[config.mk]
export PLATFORM = sky130hd
export DESIGN_NAME = seven_seg_mux
export DESIGN_NICKNAME = d
export VERILOG_FILES = /design/src/rtl/seven_seg_mux.sv
export SDC_FILE = /design/constraint.sdc
export NUM_CORES = 1
export LEC_CHECK = 0
export ABC_CLOCK_PERIOD_IN_PS = 2700
export BUFFER_PORTS_ARGS = -buffer_cell sky130_fd_sc_hd__buf_2
export CAP_MARGIN = 30
export CORE_ASPECT_RATIO = 2
export CORE_MARGIN = 2
export CORE_UTILIZATION = 47
export DETAILED_ROUTE_END_ITERATION = 8
export HOLD_SLACK_MARGIN = 0.06
export PLACE_DENSITY = 0.65
export SLEW_MARGIN = 0
export SYNTH_ARGS = -nofsm -noshare
export SYNTH_HDL_FRONTEND = slang
export SYNTH_SLANG_ARGS = --single-unit
[constraint.sdc]
create_clock -name clk -period 2.7 [get_ports clk]
set_input_delay 0.135 -clock clk [delete_from_list [all_inputs] [get_ports clk]]
set_output_delay 0.135 -clock clk [all_outputs]
set_load 0.03 [all_outputs]
[src/rtl/seven_seg_mux.sv]
// Time-multiplexed common-anode seven-segment driver. A load strobe snapshots the display data,
// and one digit is scanned per refresh slot. The first cycle of every slot is blanked.
module seven_seg_mux #(
  parameter int DIGITS      = 4,
  parameter int REFRESH_DIV = 100000,
  parameter int HEX_EN      = 1
) (
  input  logic                  clk,
  input  logic                  rst_n,
  input  logic [4*DIGITS-1:0]   value,
  input  logic [DIGITS-1:0]     dp_in,
  input  logic                  blank_lz,
  input  logic                  load,
  output logic [DIGITS-1:0]     an,
  output logic [6:0]            seg,
  output logic                  dp
);

  localparam int CW = $clog2(REFRESH_DIV);
  localparam int IW = (DIGITS > 1) ? $clog2(DIGITS) : 1;

  logic [CW-1:0]       cnt;
  logic [IW-1:0]       idx;
  logic [4*DIGITS-1:0] snap_value;
  logic [DIGITS-1:0]   snap_dp;
  logic                snap_blank_lz;

  logic [DIGITS-1:0]   supp;
  logic                zero_run;
  logic [3:0]          cur_nib;
  logic [DIGITS-1:0]   an_next;
  logic [6:0]          seg_next;
  logic                dp_next;

  function automatic logic [6:0] glyph(input logic [3:0] n);
    logic [6:0] g;
    case (n)
      4'h0: g = 7'b0000001;
      4'h1: g = 7'b1001111;
      4'h2: g = 7'b0010010;
      4'h3: g = 7'b0000110;
      4'h4: g = 7'b1001100;
      4'h5: g = 7'b0100100;
      4'h6: g = 7'b0100000;
      4'h7: g = 7'b0001111;
      4'h8: g = 7'b0000000;
      4'h9: g = 7'b0001100;
      4'hA: g = 7'b0001000;
      4'hB: g = 7'b1100000;
      4'hC: g = 7'b0110001;
      4'hD: g = 7'b1000010;
      4'hE: g = 7'b0110000;
      default: g = 7'b0111000;
    endcase
    if (n >= 4'hA && HEX_EN == 0) g = 7'h7F;
    return g;
  endfunction

  always_ff @(posedge clk or negedge rst_n) begin
    if (!rst_n) begin
      cnt <= '0;
      idx <= '0;
    end else if (cnt == CW'(REFRESH_DIV - 1)) begin
      cnt <= '0;
      idx <= (idx == IW'(DIGITS - 1)) ? '0 : idx + 1'b1;
    end else begin
      cnt <= cnt + 1'b1;
    end
  end

  always_ff @(posedge clk or negedge rst_n) begin
    if (!rst_n) begin
      snap_value    <= '0;
      snap_dp       <= '0;
      snap_blank_lz <= 1'b0;
    end else if (load) begin
      snap_value    <= value;
      snap_dp       <= dp_in;
      snap_blank_lz <= blank_lz;
    end
  end

  // A digit is suppressed only when it and every more-significant nibble are zero.
  always_comb begin
    supp     = '0;
    zero_run = 1'b1;
    for (int i = DIGITS - 1; i >= 1; i--) begin
      zero_run = zero_run & (snap_value[4*i +: 4] == 4'h0);
      supp[i]  = snap_blank_lz & zero_run;
    end
  end

  always_comb begin
    cur_nib  = snap_value[4*int'(idx) +: 4];
    an_next  = '1;
    seg_next = 7'h7F;
    dp_next  = 1'b1;
    if (cnt != '0 && !supp[idx]) begin
      an_next  = ~(DIGITS'(1) << idx);
      seg_next = glyph(cur_nib);
      dp_next  = ~snap_dp[idx];
    end
  end

  always_ff @(posedge clk or negedge rst_n) begin
    if (!rst_n) begin
      an  <= '1;
      seg <= 7'h7F;
      dp  <= 1'b1;
    end else begin
      an  <= an_next;
      seg <= seg_next;
      dp  <= dp_next;
    end
  end

endmodule

==> results of run 1 <==
## cell families (layout without fill, tap and decap cells)
group | Yosys count | in the layout | synth area share
XOR/XNOR | 13 | 13 | 0.0440
AND/OR/NAND/NOR | 77 | 77 | 0.174
adder cells (fa/ha/maj) | 12 | 12 | 0.0580
buffers and inverters | 15 | 74 | 0.0276
AO/OA/AOI/OAI | 11 | 11 | 0.0256
flip-flops | 52 | 52 | 0.509
multiplexers | 32 | 32 | 0.162
## per-stage QoR
step / setup WS (ns) / instances
floorplan: 0.730 / 212
global placement: 0.504 / 301
detailed placement: 0.493 / 302
CTS: 0.476 / 331
global route: 0.331 / 331
finish: 0.459 / 331
## cell usage after synthesis, types with 2 or more instances
cell      number
xor2_1         4
nand3_1       10
buf_6          2
clkbuf_1       6
nor3_1         6
nor4_4         2
mux4_2         5
a21oi_1        4
nor4_1         2
o21ai_0        3
inv_1          6
dfstp_2       12
a22oi_1        2
mux2_2        25
and2_1         2
or4_1          3
nor2_1        13
or3_1          2
nand2_1       14
dfrtp_1       40
xnor2_1        9
ha_1          12
nand4_1       11
## layout make-up
cell class                      count  area share
Clock buffer                        8      0.0288
Inverter                            6     0.00719
Multi-Input combinational cell    145       0.383
Sequential cell                    52       0.420
Tap cell                           60      0.0240
Timing Repair Buffer               60       0.137
## worst max-delay path: stages, from the launching register on
cell	delay [ns]
dfrtp_1	0.62
mux4_2	0.63
inv_1	0.15
ha_1	0.27
mux2_2	0.27
o21ai_0	0.09
nand4_1	0.12
## layer usage
metal  global-route usage  vias up  share of wire  routed length (um)
met5                    0        -              0                   0
met4                0.116        0          0.026                 145
met3               0.0356       11          0.032                 177
li1                     -      874              -                   -
met2                0.373       43           0.59                3260
met1                0.185      902           0.35                1940
## final timing paths
path	from	endpoint	slack, ns	cells past startpoint
max in group asynchronous	rst_n	an[0]	1.60	4
setup reg to reg	idx[0]	seg[3]	0.46	6
min in group asynchronous	rst_n	snap_value[0]	0.34	2
hold / removal	value[4]	snap_value[4]	0.08	2
hold reg to reg	cnt[0]	cnt[0]	0.50	1
setup / recovery	idx[0]	seg[3]	0.46	6
## registers in the layout, summed over array words and instances (netlist names)
| register | flops |
|---|---|
| an | 4 |
| dp | 1 |
| cnt | 17 |
| snap_blank_lz | 1 |
| idx | 2 |
| snap_value | 16 |
| seg | 7 |
| snap_dp | 4 |
## report_power, final
part	internal [uW]	total (uW)	leakage, uW	switching (uW)
Sequential	843	871	0.000622	27.6
Clock	210	468	0.0000455	258
Combinational	117	246	0.000709	129
Total	1170	1580	0.00138	415
==> results.txt, run 1 <==
vias in the first global route: 1936
Final Critical Period: 2.24 ns
gr usage total: 0.195
startpoint types: flip-flop
pwr/cell area: 506 nW/um^2
Syn Nets: 248
diode count: 0
clock edge transition at the registers on the reported setup and hold paths: 0.10 ns
fin area: 3130 um^2
status: finished, final reports clean
largest net degree at the start of global routing: 26
PostCTS Resize Cnt: 0
H-tree Lvls: 2
Yosys warning count: 0
Post-DRT Antenna Nets: 0
Placer Congestion: 0.916
asr flop ratio synth: 1.00
initial antenna violation count: 0
Achievable Freq: 446 MHz
clk root buf: clkbuf_8
FF+latch count, synth: 52
share of the synthesized area in the top cell type: 0.387
Final Setup Violations: 0
Core Region: 5370 um^2
Starting Density: 0.482
commonest non-fill, non-tap cell in the layout: dfrtp_1
Die H: 109 um
# IOs: 36
synth top area cells: dfrtp_1 (39%), dfstp_2 (12%), mux2_2 (11%)
PortBufs: 35
DRT iter0 DRCs: 36
Clock Latency Late Sink: 0.31 ns
GRT overflow: 0
storage element area: 1320 um^2
crit share post-route: 0.830
leakage: 0.00138 uW
Power Total: 1580 uW
CTS tree: built
normalized max-slew margin: 0.555
Hold Crit Class: in2reg
area grow syn2layout: 21.0%
Hold-fix buffers, CTS: 21
Sink Count: 52
via count: 1830
area leader, netlist: dfrtp_1
clk_skew: 0.00738 ns
Syn Inst Count: 212
dpl hpwl: 4.03 mm
Post-synth EDFFs: 0
Max-cap violations: 0
die width: 56.5 um
full die area: 6150 um^2
Core Rows: 38
endpoints failing hold: 0
Hold WS: 0.0788 ns
TritonCTS buffer count: 5
Mean Syn Cell Area: 12.2 um^2
Worst Path Max Fanout: 10
drt total wl: 5.52 mm
multi-input logic area: 1200 um^2
max-slew violation count: 0
# DRC: 0
post-layout net count: 306
Data required, critical path: 2.92 ns
first-pass detailed-route iteration total: 4
first-pass GRT wire length: 8.92 mm
Clock Tree Buf Depth: 2
wire per inst: 16.7 um
ys flop type: dfrtp_1
RSZ-0062 raised after global routing: no
Final Util: 0.583
vias per std cell: 5.53
CP endpoint kind: flip-flop
most frequent cells in the layout: dfrtp_1 (40), buf_2 (35), mux2_2 (25)
Worst-Margin Slew: 0.665 ns
postcts setup bufs: 0
share of cells above drive strength 1: 0.354
dpl cell area: 2830 um^2
Mapped Area: 2590 um^2
fillcell total: 459
Distinct cells, synth: 40
WS Path Type: reg2reg
CP arrival: 2.46 ns
Max IR drop VDD: 0.414 mV
register area share after synthesis: 0.509
post-route setup TNS: 0 ns
No activity file was read; power rests on OpenSTA's default activity.
==> inputs of run 2 (changes only) <==
Settings changed: ABC_CLOCK_PERIOD_IN_PS 2700 to 1800, PLACE_DENSITY 0.65 to 0.68.
Clock period 2.7 ns to 1.8 ns, I/O delays scaled along.
==> results.txt, run 2 (synthesized netlist as in run 1, its figures left out) <==
leakage: 0.00148 uW (+7.6%)
max-slew violation count: 0 (unchanged)
Worst-Margin Slew: 0.563 ns (-0.102 ns)
full die area: 6150 um^2 (unchanged)
Die H: 109 um (unchanged)
Final Setup Violations: 2 (+2)
CP endpoint kind: flip-flop
GRT overflow: 0 (unchanged)
gr usage total: 0.212 (+0.0178)
max reg flops: 17 (unchanged)
RSZ-0062 raised after global routing: yes
fin area: 3380 um^2 (+7.9%)
Crit-path slowest cell: mux4_2
wire per inst: 17.5 um (+5.2%)
post-place setup slack: -0.0483 ns (-0.541 ns)
Worst Setup SP: idx[0]
clk root buf: clkbuf_8
crit share post-route: 1.02 (+0.193)
top flop regs: cnt (17), snap_value (16), seg (7)
Clock Latency Late Sink: 0.32 ns (about the same)
Data required, critical path: 2.04 ns (-0.88 ns)
drt total wl: 6.17 mm (+12%)
vias in the first global route: 2057 (+6.3%)
first-pass detailed-route iteration total: 5 (+1)
Placer Congestion: 0.893 (-2.5%)
Power Total: 2450 uW (+55%)
area grow syn2layout: 30.6%
Max-cap violations: 0 (unchanged)
Max IR drop VDD: 0.690 mV (+67%)
violated checks: negative setup slack
dpl cell area: 2970 um^2 (+5.0%)
post-layout net count: 327 (+6.9%)
# IOs: 36 (unchanged)
crit-path leading delay family: multiplexers
pwr/cell area: 726 nW/um^2 (+43%)
most frequent cells in the layout: dfrtp_1 (39), buf_2 (35), mux2_2 (25)
Sink Count: 52 (unchanged)
Starting Density: 0.482 (unchanged)
vias per std cell: 5.77 (+4.4%)
endpoints failing hold: 0 (unchanged)
die width: 56.5 um (unchanged)
largest net degree at the start of global routing: 30 (+15%)
Final Critical Period: 1.84 ns (-0.399 ns)
Core Region: 5370 um^2 (unchanged)
CTS tree: built
Reg with most FFs: cnt
WS Path Type: reg2reg
CP cell instances: mux4_2 -> ha_2 -> mux2_2 -> a22oi_2 -> nand4_1
DRT iter0 DRCs: 75 (+110%)
CP arrival: 2.08 ns (-0.38 ns)
status: finished, violations left
startpoint types: flip-flop
WP buf/inv: 0 (-1)
via count: 2032 (+11%)
TritonCTS buffer count: 5 (unchanged)
RR Startpoint: idx[0]
Hold Crit Class: in2async
clock edge transition at the registers on the reported setup and hold paths: 0.10 ns (about the same)
Clock Tree Buf Depth: 2 (unchanged)
# DRC: 0 (unchanged)
normalized max-slew margin: 0.625 (+0.0701)
clk_skew: 0.0120 ns (+0.00462 ns)
H-tree Lvls: 2 (unchanged)
slowest cell delay on critical path: 0.58 ns (-0.05 ns)
Post-DRT Antenna Nets: 0 (unchanged)
Core Rows: 38 (unchanged)
initial antenna violation count: 0 (unchanged)
Worst Path Max Fanout: 5 (-5)
first-pass GRT wire length: 9.69 mm (+8.7%)
commonest non-fill, non-tap cell in the layout: dfrtp_1
dpl hpwl: 4.30 mm (+6.5%)
PortBufs: 35 (unchanged)
diode count: 0 (unchanged)
share of cells above drive strength 1: 0.435 (+0.0807)
Setup WS post-layout: -0.0418 ns (-0.501 ns)
Achievable Freq: 543 MHz (+22%)
run 2: power by group:
part | internal, uW | leakage (uW) | switching [uW]
clock network | 313 | 0.0000445 | 395
registers | 1260 | 0.000621 | 50.6
logic | 211 | 0.000817 | 218
run 2: path summary, 6_finish.rpt:
| kind | end | slack [ns] | cells after the start |
|---|---|---|---|
| worst max-delay path | seg[6] | -0.04 | 5 |
| worst min-delay path | snap_value[1] | 0.29 | 2 |
| worst max register to register | seg[6] | -0.04 | 5 |
| worst min register to register | cnt[0] | 0.52 | 1 |
| max in group asynchronous | dp | 0.89 | 3 |
| min in group clk | snap_dp[3] | 0.35 | 2 |
run 2: through the flow:
step	utilization	hold slack [ns]	TNS, ns	instances
floorplan	-	-0.206	-0.251	212
global placement	0.554	0.108	-0.0180	319
detailed placement	0.554	0.109	-0.0788	319
CTS	0.618	0.301	-0.109	350
global route	0.629	0.341	-0.298	352
finish	0.629	0.291	-0.0643	352
run 2: cell type report:
type	instances	area, um^2
clock buffer	7	86.3
clock inverter	1	7.51
fill	453	1990
inverter	6	25.0
multi-input combinational	147	1290
sequential	52	1320
tap	60	75.1
timing repair buffer	79	581
run 2: routing by layer:
layer / track usage / up-vias / routed length, um
met5: 0 / - / 0
met3: 0.0427 / 21 / 257
met4: 0.138 / 0 / 286
li1: - / 924 / -
met1: 0.204 / 1015 / 2080
met2: 0.397 / 72 / 3550
run 2: what timing repair did:
item | CTS | global route
gates resized for setup | 2 | 10
endpoints found under the hold margin | 44 | 0
setup endpoints to repair | 5 | 8
pin swaps | 1 | 0
setup buffers | 0 | 1
cloned | 1 | 1
hold buffers | 22 | 0
run 2: worst register-to-register path: stages (launching register included):
cell,delay [ns]
dfrtp_2,0.42
mux4_2,0.58
ha_2,0.23
mux2_2,0.27
a22oi_2,0.15
nand4_1,0.12
==> inputs of run 3 (changes only) <==
Settings changed: CTS_BUF_LIST from default to sky130_fd_sc_hd__clkbuf_8.
==> results.txt, run 3 (synthesized netlist as in run 1, its figures left out) <==
status: finished, violations left
violated checks: negative setup slack
TritonCTS buffer count: 5 (unchanged)
Max IR drop VDD: 0.689 mV (-0.13%)
Data required, critical path: 2.04 ns (about the same)
# DRC: 0 (unchanged)
max-slew violation count: 0 (unchanged)
Worst Path Max Fanout: 5 (unchanged)
CTS tree: built
first-pass detailed-route iteration total: 4 (-1)
Final Util: 0.629 (unchanged)
gr usage total: 0.212 (unchanged)
share of cells above drive strength 1: 0.435 (unchanged)
RSZ-0062 raised after global routing: yes
endpoints failing hold: 0 (unchanged)
Final Setup Violations: 2 (unchanged)
Core Region: 5370 um^2 (unchanged)
# IOs: 36 (unchanged)
Core Rows: 38 (unchanged)
post-route setup TNS: -0.0695 ns (-0.00518 ns)
PortBufs: 35 (unchanged)
WS Path Type: reg2reg
Clock Tree Buf Depth: 2 (unchanged)
Sink Count: 52 (unchanged)
fillcell total: 453 (unchanged)
top flop regs: cnt (17), snap_value (16), seg (7)
CP endpoint kind: flip-flop
GRT overflow: 0 (unchanged)
Final Critical Period: 1.85 ns (+0.00458 ns)
initial antenna violation count: 0 (unchanged)
max reg flops: 17 (unchanged)
normalized max-slew margin: 0.625 (about the same)
DRT iter0 DRCs: 73 (-2.7%)
most frequent cells in the layout: dfrtp_1 (39), buf_2 (35), mux2_2 (25)
vias in the first global route: 2057 (unchanged)
Placer Congestion: 0.893 (unchanged)
clk_skew: 0.0108 ns (-0.00123 ns)
dpl hpwl: 4.30 mm (unchanged)
Reg with most FFs: cnt
first-pass GRT wire length: 9.69 mm (unchanged)
Hold Crit Class: in2async
Achievable Freq: 542 MHz (-0.25%)
Clock Latency Late Sink: 0.32 ns (about the same)
wire per inst: 17.4 um (-0.66%)
full die area: 6150 um^2 (unchanged)
via count: 2018 (-0.69%)
Worst-Margin Slew: 0.562 ns (-0.000475 ns)
clk root buf: clkbuf_8
dpl cell area: 2970 um^2 (unchanged)
Die H: 109 um (unchanged)
leakage: 0.00149 uW (+0.28%)
post-layout net count: 327 (unchanged)
clock edge transition at the registers on the reported setup and hold paths: 0.10 ns (about the same)
pwr/cell area: 723 nW/um^2 (-0.34%)
Setup WS post-layout: -0.0464 ns (-0.00458 ns)
CP arrival: 2.09 ns (about the same)
die width: 56.5 um (unchanged)
area grow syn2layout: 30.6% (unchanged)
Post-DRT Antenna Nets: 0 (unchanged)
drt total wl: 6.13 mm (-0.66%)
H-tree Lvls: 2 (unchanged)
crit share post-route: 1.03 (+0.00254)
diode count: 0 (unchanged)
Max-cap violations: 0 (unchanged)
Starting Density: 0.482 (unchanged)
startpoint types: flip-flop
fin area: 3380 um^2 (unchanged)
vias per std cell: 5.73 (-0.69%)
commonest non-fill, non-tap cell in the layout: dfrtp_1
largest net degree at the start of global routing: 30 (unchanged)
## run 3: final cells by class
class	count	area (um^2)	area share
Sequential cell	52	1320	0.390
Multi-Input combinational cell	147	1290	0.381
Clock buffer	6	82.6	0.0244
Inverter	6	25.0	0.00741
Clock inverter	2	11.3	0.00333
Tap cell	60	75.1	0.0222
Timing Repair Buffer	79	581	0.172
## run 3: path summary, 6_finish.rpt
check	from	end	slack, ns	depth (start not counted)
max	idx[0]	seg[6]	-0.05	5
min	rst_n	snap_value[1]	0.29	2
max reg2reg	idx[0]	seg[6]	-0.05	5
min reg2reg	cnt[0]	cnt[0]	0.52	1
max in group asynchronous	rst_n	dp	0.89	3
min in group clk	load	snap_dp[3]	0.35	2
## run 3: power by group
group / switching (uW) / leakage [uW] / total [uW] / internal [uW]
sequential: 50.6 / 0.000621 / 1310 / 1260
combinational: 218 / 0.000817 / 429 / 211
clock: 392 / 0.0000486 / 700 / 308
total: 661 / 0.00149 / 2440 / 1780
## run 3: critical path, stage by stage, from the launching register on
cell     delay, ns
dfrtp_2       0.42
mux4_2        0.58
ha_2          0.23
mux2_2        0.28
a22oi_2       0.14
nand4_1       0.12
## run 3: timing repair
action | CTS | global route
pin swaps | 1 | 0
resized for setup | 2 | 10
buffers inserted | 0 | 1
setup endpoints to repair | 5 | 8
hold buffers | 22 | 0
gates cloned | 1 | 1
hold endpoints to repair | 44 | 0
## run 3: metrics by stage
step / std cells / total power (uW) / hold WS, ns / worst slack, ns
after floorplan: 212 / 1540 / -0.206 / -0.0992
after global placement: 319 / 1680 / 0.108 / -0.0180
after detailed placement: 319 / 1700 / 0.109 / -0.0483
after CTS: 350 / 2450 / 0.301 / -0.0354
after global routing: 352 / 2550 / 0.341 / -0.113
final: 352 / 2440 / 0.291 / -0.0464
## run 3: routing by layer
layer,vias up,global-route usage,share of wire
li1,923,-,-
met1,1006,0.204,0.34
met2,70,0.397,0.58
met3,19,0.0427,0.040
met4,0,0.138,0.045
met5,-,0,0
